$ cat src/rtl/image_rom_arb_pkg.sv
// rtl/image_rom_arb_pkg.sv - shared FSM state type and default widths for the image ROM arbiter
package image_rom_arb_pkg;

    localparam int ADDR_W_DEF = 14;
    localparam int DATA_W_DEF = 12;

    typedef enum logic {
        IDLE  = 1'b0,
        GRANT = 1'b1
    } arb_state_e;

endpackage

$ cat src/rtl/image_rom_arbiter_rr_pick.sv
// rtl/image_rom_arbiter_rr_pick.sv - combinational round-robin winner selection (module rr_pick)
module rr_pick
    import image_rom_arb_pkg::*;
#(
    parameter int N_REQ = 2,
    parameter int IDX_W = 1
) (
    input  logic [N_REQ-1:0] req,
    input  logic [IDX_W-1:0] ptr,
    output logic             any,
    output logic [IDX_W-1:0] winner
);

    logic [IDX_W-1:0] idx;

    // Walk the ring starting just after the last owner; the first active request wins.
    always_comb begin
        any    = 1'b0;
        winner = '0;
        idx    = '0;
        for (int k = 1; k <= N_REQ; k++) begin
            idx = IDX_W'((int'(ptr) + k) % N_REQ);
            if (!any && req[idx]) begin
                any    = 1'b1;
                winner = idx;
            end
        end
    end

endmodule

$ cat src/rtl/image_rom_arbiter.sv
// rtl/image_rom_arbiter.sv - round-robin burst arbiter for a shared image ROM; optional IMAGE_ROM_ARB_TRANSP_EN
module image_rom_arbiter
    import image_rom_arb_pkg::*;
#(
    parameter int                N_REQ      = 2,
    parameter int                ADDR_W     = ADDR_W_DEF,
    parameter int                DATA_W     = DATA_W_DEF,
    parameter int                MAX_BURST  = 8,
    parameter logic [DATA_W-1:0] TRANSP_KEY = DATA_W'(12'hF0F)
) (
    input  logic                    clk,
    input  logic                    rst_n,
    input  logic [N_REQ-1:0]        req,
    input  logic [N_REQ*ADDR_W-1:0] addr_in,
    output logic [N_REQ-1:0]        gnt,
    output logic [ADDR_W-1:0]       rom_addr,
    input  logic [DATA_W-1:0]       rom_rgb,
    output logic [N_REQ-1:0]        rsp_valid,
    output logic [DATA_W-1:0]       rsp_rgb
`ifdef IMAGE_ROM_ARB_TRANSP_EN
    ,
    output logic                    rsp_transp
`endif
);

    localparam int IDX_W = (N_REQ > 1) ? $clog2(N_REQ) : 1;
    localparam int CNT_W = 8;

    arb_state_e        state_q, state_d;
    logic [IDX_W-1:0]  owner_q, owner_d;
    logic [IDX_W-1:0]  ptr_q, ptr_d;
    logic [CNT_W-1:0]  cnt_q, cnt_d;
    logic [ADDR_W-1:0] rom_addr_q, rom_addr_d;
    logic              p1_valid_q, p1_valid_d;
    logic [IDX_W-1:0]  p1_idx_q, p1_idx_d;
    logic              p2_valid_q, p2_valid_d;
    logic [IDX_W-1:0]  p2_idx_q, p2_idx_d;

    logic              pick_any;
    logic [IDX_W-1:0]  pick_idx;
    logic              xfer;

    rr_pick #(
        .N_REQ (N_REQ),
        .IDX_W (IDX_W)
    ) u_rr_pick (
        .req    (req),
        .ptr    (ptr_q),
        .any    (pick_any),
        .winner (pick_idx)
    );

    assign xfer = (state_q == GRANT) && req[owner_q];

    // Burst FSM: pick a winner in IDLE, count transfers in GRANT, hand the pointer on at exit.
    always_comb begin
        state_d = state_q;
        owner_d = owner_q;
        ptr_d   = ptr_q;
        cnt_d   = cnt_q;
        case (state_q)
            IDLE: begin
                if (pick_any) begin
                    owner_d = pick_idx;
                    state_d = GRANT;
                end
            end
            GRANT: begin
                if (!req[owner_q]) begin
                    state_d = IDLE;
                    ptr_d   = owner_q;
                    cnt_d   = '0;
                end else if (cnt_q == CNT_W'(MAX_BURST - 1)) begin
                    state_d = IDLE;
                    ptr_d   = owner_q;
                    cnt_d   = '0;
                end else begin
                    cnt_d = cnt_q + 1'b1;
                end
            end
            default: begin
                state_d = IDLE;
                cnt_d   = '0;
            end
        endcase
    end

    // ROM address capture and two-stage response tracking (address stage, ROM read stage).
    always_comb begin
        rom_addr_d = rom_addr_q;
        if (xfer) begin
            rom_addr_d = addr_in[int'(owner_q)*ADDR_W +: ADDR_W];
        end
        p1_valid_d = xfer;
        p1_idx_d   = owner_q;
        p2_valid_d = p1_valid_q;
        p2_idx_d   = p1_idx_q;
    end

    // Grant follows the owner's request so a dropped request cancels the transfer immediately.
    always_comb begin
        gnt = '0;
        if (state_q == GRANT) begin
            gnt[owner_q] = req[owner_q];
        end
    end

    // Response strobe is routed to the requester that issued the read two cycles earlier.
    always_comb begin
        rsp_valid = '0;
        if (p2_valid_q) begin
            rsp_valid[p2_idx_q] = 1'b1;
        end
    end

    assign rom_addr = rom_addr_q;
    assign rsp_rgb  = rom_rgb;

`ifdef IMAGE_ROM_ARB_TRANSP_EN
    assign rsp_transp = p2_valid_q && (rom_rgb == TRANSP_KEY);
`else
    localparam logic [DATA_W-1:0] unused_transp_key = TRANSP_KEY;
`endif

    // State registers; reset parks ptr on the last requester so requester 0 wins first.
    always_ff @(posedge clk or negedge rst_n) begin
        if (!rst_n) begin
            state_q    <= IDLE;
            owner_q    <= '0;
            ptr_q      <= IDX_W'(N_REQ - 1);
            cnt_q      <= '0;
            rom_addr_q <= '0;
            p1_valid_q <= 1'b0;
            p1_idx_q   <= '0;
            p2_valid_q <= 1'b0;
            p2_idx_q   <= '0;
        end else begin
            state_q    <= state_d;
            owner_q    <= owner_d;
            ptr_q      <= ptr_d;
            cnt_q      <= cnt_d;
            rom_addr_q <= rom_addr_d;
            p1_valid_q <= p1_valid_d;
            p1_idx_q   <= p1_idx_d;
            p2_valid_q <= p2_valid_d;
            p2_idx_q   <= p2_idx_d;
        end
    end

endmodule

$ cat config.mk
export PLATFORM = sky130hd
export DESIGN_NAME = image_rom_arbiter
export DESIGN_NICKNAME = d
export VERILOG_FILES = /design/src/rtl/image_rom_arb_pkg.sv /design/src/rtl/image_rom_arbiter_rr_pick.sv /design/src/rtl/image_rom_arbiter.sv
export SDC_FILE = /design/constraint.sdc
export NUM_CORES = 1
export LEC_CHECK = 0
export ABC_AREA = 0
export CAP_MARGIN = 30
export CORE_ASPECT_RATIO = 0.8
export CORE_MARGIN = 1
export CORE_UTILIZATION = 35
export DETAILED_ROUTE_END_ITERATION = 10
export PLACE_DENSITY = 0.74
export SKIP_LAST_GASP = 1
export SLEW_MARGIN = 40
export SYNTH_ARGS = -nofsm -noshare
export SYNTH_HDL_FRONTEND = slang
export SYNTH_SLANG_ARGS = --single-unit
$ cat constraint.sdc
create_clock -name clk -period 1.65 [get_ports clk]
set_clock_uncertainty 0.2 [all_clocks]
set_input_delay 0.2475 -clock clk [delete_from_list [all_inputs] [get_ports clk]]
set_output_delay 0.2475 -clock clk [all_outputs]
set_load 0.1 [all_outputs]
---- Word-level counts from Yosys, hierarchy flattened ----
Cells that the tools add are included.
cells by class
  $add $sub $neg .......................... 3
  $mul .................................... 1
  magnitude comparators ................... 6
  eq/ne operators ......................... 2
  shift operators ......................... 1
  muxes and demuxes ....................... 24
  bitwise gates (word level) .............. 2
  reductions and logical operators ........ 7
operators with widths
  kind                                                                           count
  28-bit by 6-bit variable part select with 14-bit output                        1
  1-bit 2-to-1 mux                                                               17
  8-bit 2-to-1 mux                                                               2
  8-bit by 1-bit adder with 8-bit output (second input constant)                 1
  8-bit by 3-bit equality test with 1-bit output (second input constant)         1
  1-bit by 2-bit less-than comparator with 1-bit output (second input constant)  4
  1-bit logical AND                                                              4
  1-bit by 3-bit multiplier with 4-bit output (second input constant)            1
  2-bit 2-to-1 mux                                                               2
  2-bit AND reduction                                                            2
  1-bit adder (second input constant)                                            2
  2-bit bitwise AND                                                              1
  1-bit demux with 1-bit select                                                  2
  1-bit greater-or-equal comparator (second input constant)                      2
  2-bit by 1-bit inequality test with 1-bit output (second input constant)       1
  1-bit one-hot mux with 2 select lines                                          1
  1-bit logical NOT                                                              1
  1-bit inverter                                                                 1
storage, ports and cells
  bits in registers ....................... 29
  input bits .............................. 44
  output and inout bits ................... 30
  word-level logic and storage cells ...... 55

---- Longest topological paths before layout ----
Gate-level depths: netlist of the first run.
  word-level depth ........................ 9
  mapped depth ............................ 6
  gate-level depth less buffers ........... 4

---- Modules after synthesis ----
From an unflattened synthesis of the first run, not the netlist that was laid out.
unflattened totals
  cell total of the unflattened synthesis .. 124
  area total of the unflattened synthesis .. 1516.5 sq um
by module, submodules not included
  module             times used  cells each  area each (sq um)  sequential area each (sq um)
  image_rom_arbiter  1           122         1502.7             726.9
  rr_pick            1           2           13.8               0.0

---- Worst setup path before layout of the first run ----
OpenSTA, ideal clock, no wires.
  kind .................................... reg-to-output
  start point ............................. register state_q
  end point ............................... output gnt[0]
  arrival time ............................ 3042 ps
  required time ........................... 1202 ps
  setup slack ............................. -1839 ps
  cell stages (with the launch flop) ...... 5
  path buffers ............................ 2
  cells stage by stage .................... dfrtp_1 buf_4 inv_1 clkbuf_1 nor3b_1
on the way
  cells in the longest elaborated chain, start to end .. 1
ends and longest elaborated chain
  element                 line                      source
  from (decl)             image_rom_arbiter.sv:29   arb_state_e state_q, state_d;
  from (signal assigned)  image_rom_arbiter.sv:138  state_q <= state_d;
  2-bit 2-to-1 mux        image_rom_arbiter.sv:103  if (state_q == GRANT) begin
  to (decl)               image_rom_arbiter.sv:15   output logic [N_REQ-1:0] gnt,
Every way passes these cells.

---- Final worst setup path of the first run ----
  start point ............................. register owner_q
  end point ............................... output gnt[1]
on the way
  cells in the longest elaborated chain, start to end .. 6
  elaborated cells between the ends (all ways) .. 9
  classes of those cells .................. order compare: 2; mux: 5; bitwise: 1; reduce/logical: 1
ends and longest elaborated chain
  element                                                                                                                                  line                      source
  from (decl)                                                                                                                              image_rom_arbiter.sv:30   logic [IDX_W-1:0] owner_q, owner_d;
  from (signal assigned)                                                                                                                   image_rom_arbiter.sv:139  owner_q <= owner_d;
  1-bit by 2-bit less-than comparator with 1-bit output (not written as such) / 1-bit greater-or-equal comparator (equally long branches)  image_rom_arbiter.sv:104  gnt[owner_q] = req[owner_q];
  1-bit logical AND (not written as such)                                                                                                  image_rom_arbiter.sv:104
  1-bit 2-to-1 mux (not written as such)                                                                                                   image_rom_arbiter.sv:104
  1-bit demux with 1-bit select                                                                                                            image_rom_arbiter.sv:104
  2-bit bitwise AND (no source line) (*)                                                                                                   --
  2-bit 2-to-1 mux (*)                                                                                                                     image_rom_arbiter.sv:103
Mark *: on every way between the ends. The rest lies on a longest branch, timed or not. The select of a mux whose other input is x is not followed.

==> impl_metrics.json, run 1 <==
{
  "worst_setup_path_start_kind": "flip-flop",
  "synthFlopType": "dfrtp_1",
  "core_mm2": 0.003929,
  "synth_edf_count": 0,
  "place_ws_ps": -120.9,
  "slew_headroom": 0.7617,
  "fin_area_mm2": 0.002313,
  "yosysSeqAreaShare": 0.4899,
  "final_cells": 250,
  "layout_worst_path_cycle_share": 0.9894,
  "hold_viol": 0,
  "maxSlewViolCount": 0,
  "rsz0062_at_grt": "yes",
  "grtUsageTotal": 0.1877,
  "cts.sinks": 29,
  "route.detailed.drc": 0,
  "netlist_area_mm2": 0.001484,
  "vias_per_cell": 5.024,
  "initial_utilization": 0.3777,
  "setup_violations": 0,
  "synth_most_common_cell": "dfrtp_1",
  "cts_tree": "done",
  "syn_inst": 141,
  "ant_nets": 0,
  "ys_ff_latch": 29,
  "crit_cells": 3,
  "yosys_warnings": 0,
  "syn2layout_area_growth_pct": 55.90,
  "grt_pass1_wl_um": 5954,
  "synth_top_area_cell": "dfrtp_1",
  "synth_area_leaders": "dfrtp_1 (47%), mux2i_1 (9.4%), o21ai_0 (8.4%)",
  "irDropWorstVdd_mv": 1.308,
  "first_pass_iters": 4,
  "timing.fmax_mhz": 612.5,
  "cts_made_buffers": 5,
  "crit_arrival_ps": 1190,
  "clkTransAtPathRegs_ps": 60,
  "fillers": 343,
  "pin_count": 74,
  "dpl_cell_area_mm2": 0.002198,
  "drive_above_1_share": 0.2769,
  "final_nets": 239,
  "final_core_util": 0.5889,
  "die_x_um": 74.80,
  "die_h_um": 60.24,
  "synthTopCellsByCount": "dfrtp_1 (28), o21ai_0 (25), mux2i_1 (14)",
  "vias": 1256,
  "cp.buffers_inverters": 1,
  "synth_nets": 186,
  "postSynth.asyncResetShare": 1.000,
  "p_total_uw": 5257,
  "drt-initial-drc-count": 56,
  "wl_per_cell_um": 15.37,
  "slowest_stage": "dfrtp_2",
  "final.setup.worst_slack_ps": 17.47,
  "ff2ff_path_depth": 4,
  "root_buffer": "clkbuf_8",
  "synth_cell_type_count": 34,
  "max_stage_delay_ps": 450,
  "status": "completed",
  "crit_chain": "nand2_1, nor2_4, buf_12",
  "cp_top_family": "flip-flops",
  "synth_top_area_frac": 0.4722,
  "fin_crit_ps": 1633,
  "grt_start_max_net_pins": 30,
  "diodes": 0,
  "syn-mean-instance-area_um2": 10.52,
  "gp_congestion": 0.8190,
  "powerDensity_mw_per_mm2": 2272,
  "wl_um": 3843,
  "num_rows": 20,
  "grt_overflow_total": 0,
  "dieArea_mm2": 0.004506,
  "min_path_type": "input pin to async pin",
  "critPathCaptureType": "output port",
  "required_ps": 1200,
  "leakagePower_uw": 0.001022,
  "grt_antenna_before_repair": 0,
  "htreeDepth": 2,
  "dp_hpwl_um": 2893,
  "path_class": "flip-flop to output port",
  "cts_max_path_buffers": 2,
  "clkLatencyLatePin_ps": 280,
  "max_cap_violations": 0,
  "port_buffers": 49,
  "crit_fanout": 5,
  "worst_pin_slew_ps": 357.5,
  "place_inst": 239,
  "grt_pass1_vias": 1302
}
-- power by group --
part           internal (uW)  switching (uW)
logic                   1290            2140
registers               1000             273
clock network            291             254
-- layer usage --
metal | track usage | routed length [um]
met1 | 0.1899 | 1556
met2 | 0.3320 | 1917
met3 | 0.05734 | 277
met4 | 0.1294 | 91
met5 | 0 | 0
-- worst register-to-register path: cells and delay by family, from the launching register on --
family	cells	cell delay, ps
AO/OA/AOI/OAI	2	450
adder cells (fa/ha/maj)	1	230
flip-flops	1	440
AND/OR/NAND/NOR	1	170
-- kinds of logic (layout without fill, tap and decap cells) --
| group | Yosys count | in the layout | share of synthesized area |
|---|---|---|---|
| flip-flops | 29 | 29 | 0.4899 |
| adder cells (fa/ha/maj) | 1 | 1 | 0.008430 |
| AND/OR/NAND/NOR | 25 | 25 | 0.1029 |
| multiplexers | 15 | 15 | 0.1096 |
| XOR/XNOR | 2 | 2 | 0.01181 |
| AO/OA/AOI/OAI | 44 | 44 | 0.1653 |
| buffers and inverters | 25 | 79 | 0.1121 |
-- what timing repair did --
action                                  CTS  global route
resized for setup                         5             2
endpoints found under the setup margin    8             8
hold buffers                              0             0
pin swaps                                 0             1
setup buffers                             2             1
-- cell usage in the layout (no fill, tap or decap), types with 2 or more instances in the layout --
master,count
nand2_1,5
clkinv_2,2
o21ai_1,7
clkdlybuf4s50_1,29
inv_1,6
nand4_1,3
nor2_1,4
a21oi_1,4
clkbuf_8,5
dfrtp_2,2
a31oi_1,2
dlygate4sd2_1,2
buf_4,16
mux2i_1,14
dfrtp_1,26
xor2_1,2
or3_1,3
o21ai_0,25
buf_12,18
-- layout make-up --
cell class	count	area, um^2	area share
clock buffers	6	72.57	0.03137
well taps	55	68.82	0.02975
clock inverters	2	10.01	0.004327
inverters	6	22.52	0.009735
flip-flops and latches	29	729.5	0.3153
multi-input cells	87	621.8	0.2688
repair buffers	65	788.3	0.3407
-- worst paths after layout --
kind                            end  startpoint  slack [ps]
min in group clk           p2_idx_q    p1_idx_q         150
min reg2reg                p2_idx_q    p1_idx_q         150
min                        cnt_q[3]       rst_n         130
max                          gnt[1]     owner_q          20
max reg2reg                   ptr_q    cnt_q[1]          70
max in group asynchronous     ptr_q       rst_n         800
-- metrics by stage --
stage | hold slack [ps] | setup TNS [ps]
global placement | 135.2 | -329.1
CTS | 148.9 | -2.994
detailed placement | 135.5 | -1318
floorplan | -248.1 | -536.2
finish | 134.9 | 0
global route | 157.2 | -95.26
-- registers in the layout, summed over array words and instances (netlist names) --
signal,cells
rom_addr,14
cnt_q,8
owner_q,1
p1_idx_q,1
p1_valid_q,1
p2_idx_q,1
p2_valid_q,1
ptr_q,1
state_q,1
Note: power is estimated with default switching activity, not from simulation.
==> inputs of run 2 (changes only) <==
--- a/config.mk
+++ b/config.mk
@@ -9,11 +9,12 @@
 export CAP_MARGIN = 30
 export CORE_ASPECT_RATIO = 0.8
 export CORE_MARGIN = 1
-export CORE_UTILIZATION = 35
+export CORE_UTILIZATION = 36
 export DETAILED_ROUTE_END_ITERATION = 10
-export PLACE_DENSITY = 0.74
+export PLACE_DENSITY = 0.76
 export SKIP_LAST_GASP = 1
 export SLEW_MARGIN = 40
 export SYNTH_ARGS = -nofsm -noshare
 export SYNTH_HDL_FRONTEND = slang
 export SYNTH_SLANG_ARGS = --single-unit
+export TNS_END_PERCENT = 20
==> run 2 against run 1 <==
Cell area grew 1.6%. Critical path depth grew 1. Register-to-register slack lost 20 ps. First-iteration DRC count grew 5.4%. Critical endpoint unchanged. Non-clock buffer count shrank 1. Combinational power is essentially flat. Wire length shrank 9.5%. Sequential power shrank 3%. Largest power group unchanged. Largest cell class unchanged. Setup slack lost 77 ps. Clock power grew 17%. The run now ends with setup timing left. Global-route usage shrank 1.7 points.
==> impl_metrics.json, run 2 (synthesized netlist as in run 1, its figures left out) <==
{
  "status": "finished, violations left",
  "violations": "setup timing",
  "grt_start_max_net_pins": 30,
  "final_common_cell": "clkdlybuf4s50_1",
  "crit_fanout": 3,
  "fin_area_mm2": 0.002350,
  "htreeDepth": 2,
  "layout_common_cells": "clkdlybuf4s50_1 (30), dfrtp_1 (26), o21ai_0 (25), buf_12 (19), mux2i_1 (14)",
  "clkLatencyLatePin_ps": 280,
  "port_buffers": 49,
  "final_cells": 249,
  "largest_reg_flops": 14,
  "seqCellArea_um2": 729.5,
  "rr_startpoint": "cnt_q[4]",
  "final_nets": 238,
  "slowest_stage": "clkdlybuf4s50_1",
  "cts_max_path_buffers": 2,
  "slew_headroom": 0.8133,
  "cp_top_family": "buffers and inverters",
  "syn2layout_area_growth_pct": 58.35,
  "setup_violations": 2,
  "core_mm2": 0.003879,
  "initial_utilization": 0.3826,
  "drive_above_1_share": 0.2784,
  "grt_overflow_total": 0,
  "die_h_um": 59.43,
  "crit_arrival_ps": 1260,
  "worst_pin_slew_ps": 276.1,
  "critPathCaptureType": "output port",
  "first_pass_iters": 4,
  "max_stage_delay_ps": 560,
  "grt_antenna_before_repair": 0,
  "root_buffer": "clkbuf_8",
  "path_class": "input pin to output port",
  "place_inst": 240,
  "cts_hold_buf": 0,
  "max_cap_violations": 0,
  "diodes": 0,
  "finalSetupTns_ps": -119.0,
  "dpl_cell_area_mm2": 0.002213,
  "cts_made_buffers": 5,
  "clkTransAtPathRegs_ps": 60,
  "vias": 1254,
  "crit_start": "req[1]",
  "dp_hpwl_um": 2563,
  "num_rows": 20,
  "grt_pass1_wl_um": 5540,
  "ant_nets": 0,
  "final.setup.worst_slack_ps": -59.93,
  "min_path_type": "input pin to async pin",
  "grtUsageTotal": 0.1708,
  "maxSlewViolCount": 0,
  "rsz0062_at_grt": "yes",
  "holdWs_ps": 132.1,
  "fillers": 302,
  "timing.fmax_mhz": 584.8,
  "cts.sinks": 29,
  "die_x_um": 73.78,
  "layout_worst_path_cycle_share": 1.036,
  "vias_per_cell": 5.036,
  "p_total_uw": 5327,
  "grt_pass1_vias": 1254,
  "drt-initial-drc-count": 59,
  "worst_setup_path_start_kind": "input pin",
  "required_ps": 1200,
  "dieArea_mm2": 0.004384,
  "route.detailed.drc": 0,
  "multi_input_area_um2": 625.6,
  "gp_congestion": 0.9234,
  "crit_chain": "clkdlybuf4s50_1, inv_1, nor2_4, buf_12",
  "irDropWorstVdd_mv": 1.095,
  "pin_count": 74,
  "cts_tree": "done",
  "hold_viol": 0,
  "wl_um": 3478,
  "fin_crit_ps": 1710,
  "wl_per_cell_um": 13.97,
  "cp.buffers_inverters": 3,
  "powerDensity_mw_per_mm2": 2267,
  "leakagePower_uw": 0.001044
}
## run 2: cell count changes in the layout (fill, tap and decap cells not counted), sizes merged
cell / before / now
clkinv: 2 / 1
buf: 34 / 33
clkbuf: 6 / 7
dlymetal6s2s: 0 / 1
clkdlybuf4s50: 29 / 30
dlygate4sd2: 2 / 0
## run 2: per-stage QoR
stage	setup WS [ps]	utilization
after floorplan	-487.0	-
after global placement	-75.55	0.5706
after detailed placement	-142.6	0.5706
after CTS	-67.90	0.6016
after global routing	-109.2	0.6058
final	-59.93	0.6058
## run 2: layout make-up
type / count / share of cell area
repair buffers: 64 / 0.3413
flip-flops and latches: 29 / 0.3104
multi-input cells: 87 / 0.2662
clock buffers: 7 / 0.04100
well taps: 55 / 0.02929
inverters: 6 / 0.009585
clock inverters: 1 / 0.002130
## run 2: what timing repair did
item	4_1_cts	5_1_grt
pin swaps	1	0
gates resized for setup	4	4
setup endpoints to repair	3	11
setup buffers	1	0
## run 2: worst paths after layout
kind,slack (ps),endpoint,cells after the start
min in group clk,130,owner_q,2
worst max-delay path,-60,gnt[1],4
worst min register to register,150,p2_idx_q,0
worst min-delay path,130,p2_valid_q,2
worst max register to register,50,cnt_q[1],4
max in group asynchronous,880,ptr_q,2
## run 2: metal layers
layer,global-route usage,share of wire,vias to the layer above
met5,0,0,-
met4,0.06319,0.023,0
met3,0.06463,0.088,9
met2,0.2844,0.48,59
met1,0.2019,0.41,597
li1,-,-,589
## run 2: worst reg2reg max path, stage by stage (launching register included)
cell,delay [ps]
dfrtp_1,430
nor4b_2,310
buf_4,180
and3_1,260
o32ai_1,110
## run 2: power breakdown
part	switching (uW)	internal (uW)	total [uW]
Clock	261	376	637
Combinational	2150	1300	3450
Sequential	240	1000	1240
==> inputs of run 3 (changes only) <==
--- a/config.mk
+++ b/config.mk
@@ -9,9 +9,9 @@
 export CAP_MARGIN = 30
 export CORE_ASPECT_RATIO = 0.8
 export CORE_MARGIN = 1
-export CORE_UTILIZATION = 36
+export CORE_UTILIZATION = 40
 export DETAILED_ROUTE_END_ITERATION = 10
-export PLACE_DENSITY = 0.76
+export PLACE_DENSITY = 0.8
 export SKIP_LAST_GASP = 1
 export SLEW_MARGIN = 40
 export SYNTH_ARGS = -nofsm -noshare
==> constraint.sdc (replaced) <==
create_clock -name clk -period 1.87 [get_ports clk]
set_clock_uncertainty 0.2 [all_clocks]
set_input_delay 0.2805 -clock clk [delete_from_list [all_inputs] [get_ports clk]]
set_output_delay 0.2805 -clock clk [all_outputs]
set_load 0.1 [all_outputs]
==> run 3 against run 2 <==
The flow now finishes without violations. Clock-buffer cell count did not move. Total power fell by 11%. Worst hold slack worse by 28 ps. Highest routed layer unchanged. Cell area decreased by 2.7%. Via count is 0.96% lower. Sequential cell count unchanged. Combinational power fell by 14%. Critical path depth unchanged. Setup slack better by 110 ps. Non-clock buffer count shrank 5. Critical path type unchanged. First-iteration DRC count fell by 25%.
==> impl_metrics.json, run 3 (synthesized netlist as in run 1, its figures left out) <==
{
  "first_pass_iters": 4,
  "grt_antenna_before_repair": 0,
  "syn2layout_area_growth_pct": 54.05,
  "crit_fanout": 5,
  "grt_util_met3": 0.06822,
  "layout_common_cells": "clkdlybuf4s50_1 (31), dfrtp_1 (26), o21ai_0 (25), buf_12 (19), mux2i_1 (14)",
  "use_met1": 0.2123,
  "wl_per_cell_um": 15.01,
  "worst_pin_slew_ps": 507.9,
  "p_switching_uw": 2320,
  "required_ps": 1390,
  "rsz0062_at_grt": "no",
  "route.detailed.drc": 0,
  "final_common_cell": "clkdlybuf4s50_1",
  "initial_utilization": 0.4246,
  "power_frac_seq": 0.241,
  "root_buffer": "clkbuf_8",
  "fin_crit_ps": 1820,
  "die_h_um": 56.48,
  "clkTransAtPathRegs_ps": 60,
  "seqCellArea_um2": 729.5,
  "grt.met2_usage": 0.3077,
  "maxSlewViolCount": 0,
  "cts_tree": "done",
  "max_cap_violations": 0,
  "cp_top_family": "buffers and inverters",
  "pin_count": 74,
  "port_buffers": 49,
  "cts_max_path_buffers": 2,
  "timing.fmax_mhz": 549.4,
  "layout_worst_path_cycle_share": 0.9734,
  "cp.buffers_inverters": 3,
  "gp_congestion": 0.8460,
  "core_mm2": 0.003495,
  "clkLatencyLatePin_ps": 280,
  "rrSetupSlack_ps": 180,
  "final_cells": 231,
  "fin_area_mm2": 0.002286,
  "grt_overflow_total": 0,
  "die_x_um": 70.10,
  "p_int_uw": 2430,
  "cts_hold_buf": 0,
  "vias_per_cell": 5.377,
  "cts.sinks": 29,
  "status": "completed",
  "grt_pass1_wl_um": 5568,
  "crit_start": "req[1]",
  "fillers": 254,
  "place_inst": 220,
  "final_nets": 233,
  "rr_startpoint": "cnt_q[0]",
  "dpl_cell_area_mm2": 0.002145,
  "leakagePower_uw": 0.001007,
  "grtUsageTotal": 0.1892,
  "setup_violations": 0,
  "clock_power_share": 0.137,
  "largest_reg_flops": 14,
  "diodes": 0,
  "crit_arrival_ps": 1340,
  "irDropWorstVdd_mv": 1.340,
  "worst_setup_path_start_kind": "input pin",
  "crit_chain": "clkdlybuf4s50_1, inv_1, nor2_2, buf_12",
  "wl_um": 3468,
  "path_class": "input pin to output port",
  "hold_viol": 0,
  "grt.busiest_layer": "met2",
  "grt_start_max_net_pins": 23,
  "multi_input_area_um2": 606.8,
  "dp_hpwl_um": 2647,
  "ant_nets": 0,
  "htreeDepth": 2,
  "powerDensity_mw_per_mm2": 2078,
  "drt-initial-drc-count": 44,
  "grt_pass1_vias": 1207,
  "vias": 1242,
  "critPathCaptureType": "output port",
  "p_comb_frac": 0.622,
  "min_path_type": "input pin to async pin",
  "drive_above_1_share": 0.2381,
  "cts_made_buffers": 5,
  "num_rows": 19,
  "slowest_stage": "clkdlybuf4s50_1",
  "max_stage_delay_ps": 600,
  "dieArea_mm2": 0.003959,
  "slew_headroom": 0.6567,
  "switching_share": 0.4884
}
## run 3: per-layer routing
layer | vias up | wire length [um]
li1 | 582 | -
met1 | 591 | 1443
met2 | 56 | 1652
met3 | 13 | 275
met4 | 0 | 97
met5 | - | 0
## run 3: path summary, 6_finish.rpt
check,to,cells past startpoint
setup reg to reg,cnt_q[3],4
min in group clk,p2_idx_q,0
hold reg to reg,p2_idx_q,0
hold / removal,cnt_q[6],1
max in group asynchronous,state_q,2
setup / recovery,gnt[1],4
## run 3: area by class of cell
| type | instances | area share |
|---|---|---|
| Timing Repair Buffer | 59 | 0.3317 |
| Inverter | 6 | 0.009852 |
| Tap cell | 42 | 0.02299 |
| Multi-Input combinational cell | 87 | 0.2655 |
| Clock buffer | 7 | 0.03777 |
| Sequential cell | 29 | 0.3191 |
| Clock inverter | 1 | 0.01314 |
## run 3: stage by stage
stage | setup slack, ps | TNS, ps | total power (uW) | utilization | hold WS [ps]
2_1_floorplan | -300.0 | -575.1 | 3090 | - | -215.1
3_3_place_gp | 69.39 | 0 | 3991 | 0.6137 | 134.4
3_5_place_dp | 9.644 | 0 | 4075 | 0.6137 | 134.7
4_1_cts | 25.61 | 0 | 4738 | 0.6477 | 106.9
5_1_grt | 9.535 | 0 | 4959 | 0.6541 | 108.6
6_report | 49.81 | 0 | 4751 | 0.6541 | 104.3
## run 3: power by group through the flow
stage | Clock (uW) | Combinational [uW] | Sequential (uW)
after global routing | 704 | 3080 | 1180
after floorplan | 0 | 1030 | 2060
final | 651 | 2950 | 1150
after detailed placement | 0 | 2910 | 1160
after CTS | 665 | 2910 | 1160
after global placement | 0 | 2850 | 1150
## run 3: worst register-to-register path, cell delays in order (launching register included)
cell and delay, ps:
dfrtp_1 440, ha_1 290, nor4bb_1 240, a22o_1 310, nor2_1 90
## run 3: what timing repair did
item / CTS / global route
resized for setup: 2 / 0
setup endpoints to repair: 1 / 1
gates cloned: 0 / 0
buffers inserted: 0 / 3
